--- config.mk ---
export PLATFORM = sky130hd
export DESIGN_NAME = mash_ncn_111
export DESIGN_NICKNAME = d
export VERILOG_FILES = /design/src/rtl/ddsm_pkg.sv /design/src/rtl/sub_lca_4bit.sv /design/src/rtl/mash_ncn_111.sv
export SDC_FILE = /design/constraint.sdc
export NUM_CORES = 1
export LEC_CHECK = 0
export ABC_AREA = 1
export CAP_MARGIN = 10
export CORE_MARGIN = 10
export CORE_UTILIZATION = 57
export DETAILED_ROUTE_END_ITERATION = 7
export HOLD_SLACK_MARGIN = 0.1
export PLACE_DENSITY = 0.83
export SKIP_CTS_REPAIR_TIMING = 1
export SYNTH_ARGS = -nofsm -noshare
export SYNTH_HDL_FRONTEND = slang
export SYNTH_HIERARCHICAL = 1
export SYNTH_SLANG_ARGS = --single-unit
--- constraint.sdc ---
create_clock -name i_clk -period 5.2 [get_ports i_clk]
set_clock_uncertainty 0.05 [all_clocks]
set_input_delay 1.04 -clock i_clk [delete_from_list [all_inputs] [get_ports i_clk]]
set_output_delay 1.04 -clock i_clk [all_outputs]
set_load 0.02 [all_outputs]
--- src/rtl/ddsm_pkg.sv ---
// rtl/ddsm_pkg.sv - shared constants, result type and operand helper for the MASH noise-cancellation network
package ddsm_pkg;

    localparam int NCN_MIN_W    = 4;
    localparam int NCN_LAT_BASE = 1;

    typedef logic signed [NCN_MIN_W-1:0] ncn_y_t;

    // Widen a single carry bit into a 4-bit operand (the value is always 0 or +1).
    function automatic logic [3:0] ncn_ext1(input logic b);
        return {3'b000, b};
    endfunction

endpackage

--- src/rtl/sub_lca_4bit.sv ---
// rtl/sub_lca_4bit.sv - combinational 4-bit lookahead-borrow subtractor (a - b - bin)
module sub_lca_4bit (
    input  logic [3:0] a,
    input  logic [3:0] b,
    input  logic       bin,
    output logic [3:0] diff,
    output logic [3:0] borrow
);

    logic [3:0] g;
    logic [3:0] p;

    // Borrow generate when a=0,b=1; borrow propagates through bits where a equals b.
    assign g = ~a & b;
    assign p = ~(a ^ b);

    // Each borrow[i] is the borrow out of bit i, flattened so no ripple chain.
    assign borrow[0] = g[0] | (p[0] & bin);
    assign borrow[1] = g[1] | (p[1] & g[0]) | (p[1] & p[0] & bin);
    assign borrow[2] = g[2] | (p[2] & g[1]) | (p[2] & p[1] & g[0])
                     | (p[2] & p[1] & p[0] & bin);
    assign borrow[3] = g[3] | (p[3] & g[2]) | (p[3] & p[2] & g[1])
                     | (p[3] & p[2] & p[1] & g[0]) | (p[3] & p[2] & p[1] & p[0] & bin);

    assign diff = a ^ b ^ {borrow[2:0], bin};

endmodule

--- src/rtl/mash_ncn_111.sv ---
// rtl/mash_ncn_111.sv - MASH 1-1-1 noise-cancellation sum; NCN_PIPE_EN adds a register after the difference stage
module mash_ncn_111
    import ddsm_pkg::*;
#(
    parameter int OUT_W = 4
) (
    input  logic             i_clk,
    input  logic             i_rst_n,
    input  logic             i_en,
    input  logic             i_clr,
    input  logic             i_c1,
    input  logic             i_c2,
    input  logic             i_c3,
    output logic [OUT_W-1:0] o_y,
    output logic             o_valid
);

    logic       c2_z1;
    logic       c3_z1;
    logic       c3_z2;
    logic [3:0] d2;
    logic [3:0] d3;
    logic [3:0] d3_a;
    logic [3:0] d3_b;
    logic [3:0] d2_borrow_unused;
    logic [3:0] d3_borrow_unused;
    logic       sum_c1;
    logic [3:0] sum_d2;
    logic [3:0] sum_d3;
    logic       sum_valid;
    ncn_y_t     sum4;
    logic [OUT_W-1:0] y_ext;

    // c2[n] - c2[n-1]
    sub_lca_4bit u_sub_c2 (
        .a      (ncn_ext1(i_c2)),
        .b      (ncn_ext1(c2_z1)),
        .bin    (1'b0),
        .diff   (d2),
        .borrow (d2_borrow_unused)
    );

    // (c3[n] + c3[n-2]) - 2*c3[n-1]; the doubling is a one-bit left shift
    assign d3_a = ncn_ext1(i_c3) + ncn_ext1(c3_z2);
    assign d3_b = {2'b00, c3_z1, 1'b0};

    sub_lca_4bit u_sub_c3 (
        .a      (d3_a),
        .b      (d3_b),
        .bin    (1'b0),
        .diff   (d3),
        .borrow (d3_borrow_unused)
    );

`ifdef NCN_PIPE_EN
    logic       s_valid;
    logic       s_c1;
    logic [3:0] s_d2;
    logic [3:0] s_d3;

    // Difference-stage register; cleared with the rest of the state so no stale sample survives.
    always_ff @(posedge i_clk or negedge i_rst_n) begin
        if (!i_rst_n) begin
            s_valid <= 1'b0;
            s_c1    <= 1'b0;
            s_d2    <= 4'd0;
            s_d3    <= 4'd0;
        end else if (i_clr) begin
            s_valid <= 1'b0;
            s_c1    <= 1'b0;
            s_d2    <= 4'd0;
            s_d3    <= 4'd0;
        end else begin
            s_valid <= i_en;
            if (i_en) begin
                s_c1 <= i_c1;
                s_d2 <= d2;
                s_d3 <= d3;
            end
        end
    end

    assign sum_valid = s_valid;
    assign sum_c1    = s_c1;
    assign sum_d2    = s_d2;
    assign sum_d3    = s_d3;
`else
    assign sum_valid = i_en;
    assign sum_c1    = i_c1;
    assign sum_d2    = d2;
    assign sum_d3    = d3;
`endif

    // Range is -3..+4, so the 4-bit wrap-around sum is exact; signed cast sign-extends to OUT_W.
    assign sum4  = ncn_y_t'(ncn_ext1(sum_c1) + sum_d2 + sum_d3);
    assign y_ext = OUT_W'(sum4);

    // Carry history advances only on accepted samples; output register holds between samples.
    always_ff @(posedge i_clk or negedge i_rst_n) begin
        if (!i_rst_n) begin
            c2_z1   <= 1'b0;
            c3_z1   <= 1'b0;
            c3_z2   <= 1'b0;
            o_y     <= '0;
            o_valid <= 1'b0;
        end else if (i_clr) begin
            c2_z1   <= 1'b0;
            c3_z1   <= 1'b0;
            c3_z2   <= 1'b0;
            o_y     <= '0;
            o_valid <= 1'b0;
        end else begin
            if (i_en) begin
                c2_z1 <= i_c2;
                c3_z1 <= i_c3;
                c3_z2 <= c3_z1;
            end
            o_valid <= sum_valid;
            if (sum_valid) begin
                o_y <= y_ext;
            end
        end
    end

endmodule

==> results of run 1 <==
==> state kept, by name, indices dropped and copies added, names as in the netlist <==
register  cells
o_y           4
o_valid       1
c3_z1         1
c3_z2         1
c2_z1         1
==> how the worst max path moves through the flow <==
| stage | slack [ns] | startpoint | end | depth (start not counted) |
|---|---|---|---|---|
| final | 2.07 | i_c2 | o_y[1] | 8 |
| after CTS | 2.06 | i_c2 | o_y[1] | 8 |
| after floorplan | 2.39 | i_c3 | o_y[2] | 9 |
| after detailed placement | 1.84 | i_c2 | o_y[1] | 8 |
| after global placement | 1.85 | i_c2 | o_y[1] | 8 |
| after global routing | 1.98 | i_c2 | o_y[1] | 8 |
==> report_power, final <==
group / switching, mW / total, mW / internal (mW)
clock network: 0.0192 / 0.0455 / 0.0263
registers: 0.00444 / 0.0741 / 0.0697
logic: 0.0630 / 0.113 / 0.0500
==> cells in the final DEF (no fill, tap or decap), drive strengths merged <==
cell           instances
clkdlybuf4s50         11
or2                    3
inv                   25
a22o                   2
xnor2                  2
dfrtp                  8
conb                  18
nor2                   5
nand2                 34
a21oi                  1
fa                     4
nand4                  4
o21ai                  2
nand3                  8
clkbuf                 3
ha                    11
==> area by class of cell <==
| type | instances | share of cell area |
|---|---|---|
| Timing Repair Buffer | 11 | 0.105 |
| Tap cell | 15 | 0.0179 |
| Sequential cell | 8 | 0.191 |
| Inverter | 25 | 0.0897 |
| Clock buffer | 3 | 0.0215 |
| Multi-Input combinational cell | 94 | 0.574 |
==> per-layer routing <==
metal / wire length (um) / global-route usage / vias to the layer above
li1: - / - / 387
met1: 578 / 0.0948 / 320
met2: 856 / 0.198 / 9
met3: 74 / 0.0261 / 2
met4: 18 / 0.0302 / 0
met5: 0 / 0 / -
==> critical path, delay by kind of cell <==
kind | cells | cell delay (ns)
AO/OA/AOI/OAI | 1 | 0.16
adder cells (fa/ha/maj) | 3 | 1.35
buffers and inverters | 4 | 0.69
==> metrics by stage <==
step                      utilization  hold WS (ns)  instances
final                           0.784         0.435        156
after global placement          0.767         0.416        153
after floorplan                     -         0.403        127
after detailed placement        0.767         0.420        153
after CTS                       0.784         0.438        156
after global routing            0.784         0.478        156
==> impl_metrics.yaml, run 1 <==
status:
  outcome: "completed"
sta:
  max_freq_mhz: 319
  min_period_over_period: 0.602
  fin_setup_tns_ns: 0
  final-hold-violation-count: 0
  report.final.setup_viol: 0
  grt_setup_unrepaired: "no"
  drv_slew: 0
  period_needed_ns: 3.13
  layout_setup_ws_ns: 2.07
clocking:
  h-tree-depth: 1
  cts_buffer_depth: 2
  cts_tree: "done"
  numCtsBuffers: 3
  ctsRootBufferMaster: "clkbuf_4"
  cts.sinks: 8
  clk_latency_ns: 0.25
  clk_transition_reported_paths_ns: 0.05
critical_path:
  critPathRequiredTime_ns: 5.32
  crit_type: "in -> reg"
  start_kind: "primary input"
  cp_cell_sequence: "clkdlybuf4s50_1 -> inv_1 -> fa_1 -> inv_1 -> fa_1 -> inv_1 -> fa_1 -> o21ai_0"
  ff2ff_path_depth: 10
  r2r-start: "c3_z2"
  r2r_slack_ns: 2.94
  r2r_end: "o_y[2]"
  arrival_ns: 3.25
  critPathCaptureType: "flip-flop"
  crit_path_top_delay_cell: "fa_1"
  worstPathMaxFanout: 2
  max_stage_delay_ns: 0.54
drt:
  drtIter0Drc: 10
  wl_per_cell_um: 9.79
  num_vias: 718
  via_per_inst: 4.60
  drc_errors: 0
  wl_um: 1530
  ant_nets: 0
  firstDrtPassIters: 6
worst_hold_path:
  hold-path-cell-count: 2
  hp-class: "reg -> reg"
  hp-start: "o_y[2]"
  worstHoldEndpoint: "o_y[2]"
placement:
  dp_slack_ns: 1.84
  gp_congestion: 0.760
  port_buffers: 11
  place_hpwl_um: 1370
  place_area_sq_mm: 0.00102
logic_synthesis:
  syn-cell-area_sq_um: 831
  syn_avg_cell_area_sq_um: 7.55
  ys.warnings.count: 6
  synthCells: 110
floorplanning:
  fp-row-count: 13
  die_w_um: 58.2
  die-area_sq_mm: 0.00338
  die_y_um: 58.2
  initial_core_util: 0.623
  core_sq_mm: 0.00133
  ios: 12
cells_and_area:
  insertedDiodeCount: 0
  syn_to_final_growth_pct: 25.9
  nets: 165
  stdcell_area_sq_mm: 0.00105
  seq_area_sq_um: 200
  fillCellCount: 106
  drive_above_1_share: 0.113
  multiInputGateArea_sq_um: 601
grt:
  antenna_found_initial: 0
  grt_max_degree: 9
  grt_pass1_vias: 739
  grt-ovfl-total: 0
  grt_pass1_wl_um: 2750
  grt_use_total: 0.0994
power:
  finalPower_mw: 0.233
  p_leak_nw: 0.607
  power_density_mw_per_mm2: 222
  ir_drop_mv: 0.146
run:
  maxCapViolCount: 0
Power figures use the tool's default switching activity.
==> run 2: changes to the inputs <==
Settings changed: CORE_UTILIZATION 57 to 48, PLACE_DENSITY 0.83 to 0.74.
Clock period 5.2 ns to 2.6 ns, I/O delays scaled along.
==> impl_metrics.yaml, run 2 (synthesis gave the netlist of run 1 again) <==
power:
  ir_drop_mv: 0.295
  power_density_mw_per_mm2: 444
  pwr-share-seq: 0.304
  clkPwrFrac: 0.196
  p_leak_nw: 0.635
  swShare: 0.374
  finalPower_mw: 0.487
  p_int_mw: 0.305
  p_comb_frac: 0.501
  switchingPower_mw: 0.182
clocking:
  clk_transition_reported_paths_ns: 0.06
  h-tree-depth: 1
  clk_latency_ns: 0.25
  ctsRootBufferMaster: "clkbuf_4"
  cts_tree: "done"
  cts_buffer_depth: 2
  cts.sinks: 8
  numCtsBuffers: 3
drt:
  top_layer_used: "met3"
  dr_wl_met3_um: 107
  drtIter0Drc: 16
  num_vias: 714
  ant_nets: 0
  firstDrtPassIters: 4
  wl_um: 1570
  wl_per_cell_um: 9.67
  via_per_inst: 4.41
  met1_length_um: 679
  route.met2.wl_um: 779
  drc_errors: 0
cells_and_area:
  syn_to_final_growth_pct: 31.9
  final_core_util: 0.695
  nets: 170
  largest_reg_flops: 4
  largest-register: "o_y"
  final_common_cell: "nand2_1"
  insertedDiodeCount: 0
  most-common-layout-cells: "nand2_1 (28), inv_1 (22), conb_1 (18)"
  drive_above_1_share: 0.178
grt:
  grt_max_degree: 9
  antenna_found_initial: 0
  grt_pass1_wl_um: 2900
  grt_use_total: 0.0998
  grt_pass1_vias: 690
  grt-ovfl-total: 0
sta:
  drv_slew: 0
  grt_setup_unrepaired: "no"
  report.final.setup_viol: 0
  fin_setup_tns_ns: 0
  max_freq_mhz: 396
  period_needed_ns: 2.52
  min_period_over_period: 0.971
  layout_setup_ws_ns: 0.0751
  whs_ns: 0.437
  final-hold-violation-count: 0
critical_path:
  critPathCaptureType: "flip-flop"
  crit_type: "in -> reg"
  arrival_ns: 2.61
  critPathRequiredTime_ns: 2.69
  worstPathMaxFanout: 2
  start_kind: "primary input"
floorplanning:
  fp-row-count: 14
  ios: 12
  initial_core_util: 0.527
  die_y_um: 61.6
  core_sq_mm: 0.00158
  die-area_sq_mm: 0.00380
  die_w_um: 61.6
placement:
  gp_congestion: 0.799
  dp_slack_ns: -0.239
  place_hpwl_um: 1390
  port_buffers: 11
worst_hold_path:
  hp-class: "reg -> reg"
status:
  outcome: "completed"
run:
  maxCapViolCount: 0
==> run 2: routing by layer <==
| layer | up-vias | GRT usage |
|---|---|---|
| met5 | - | 0 |
| met4 | 0 | 0.0191 |
| met3 | 0 | 0.0432 |
| met2 | 12 | 0.161 |
| met1 | 310 | 0.121 |
| li1 | 392 | - |
==> run 2: final cells by class <==
class	instances	area [sq um]
clock buffer	3	22.5
fill	132	480
inverter	25	93.8
multi-input combinational	94	609
sequential	8	200
tap	16	20.0
timing repair buffer	16	150
==> run 2: through the flow <==
stage	instances	cell area, sq um
global placement	159	1060
finish	162	1100
floorplan	127	895
CTS	162	1080
detailed placement	159	1060
global route	162	1100
==> run 2: worst paths after layout <==
path                       startpoint       to  slack [ns]  cells after the start
min reg2reg                    o_y[2]   o_y[2]        0.44                      2
max reg2reg                     c3_z2   o_y[1]        0.39                      8
max in group asynchronous     i_rst_n  o_valid        1.73                      1
max                              i_c3   o_y[1]        0.08                      9
min                            o_y[2]   o_y[2]        0.44                      2
min in group asynchronous     i_rst_n    c3_z2        0.50                      1
==> run 2: critical path, cell delays in order <==
cell,delay [ns]
clkdlybuf4s50_1,0.42
ha_1,0.28
inv_1,0.06
fa_1,0.45
inv_2,0.07
fa_2,0.18
inv_1,0.05
fa_2,0.51
o21ai_1,0.06
==> run 2: power groups by stage <==
stage / combinational, mW / clock [mW] / sequential (mW)
3_3_place_gp: 0.225 / 0 / 0.149
6_report: 0.244 / 0.0952 / 0.148
5_1_grt: 0.282 / 0.109 / 0.149
4_1_cts: 0.236 / 0.0996 / 0.148
2_1_floorplan: 0.142 / 0 / 0.165
3_5_place_dp: 0.235 / 0 / 0.150
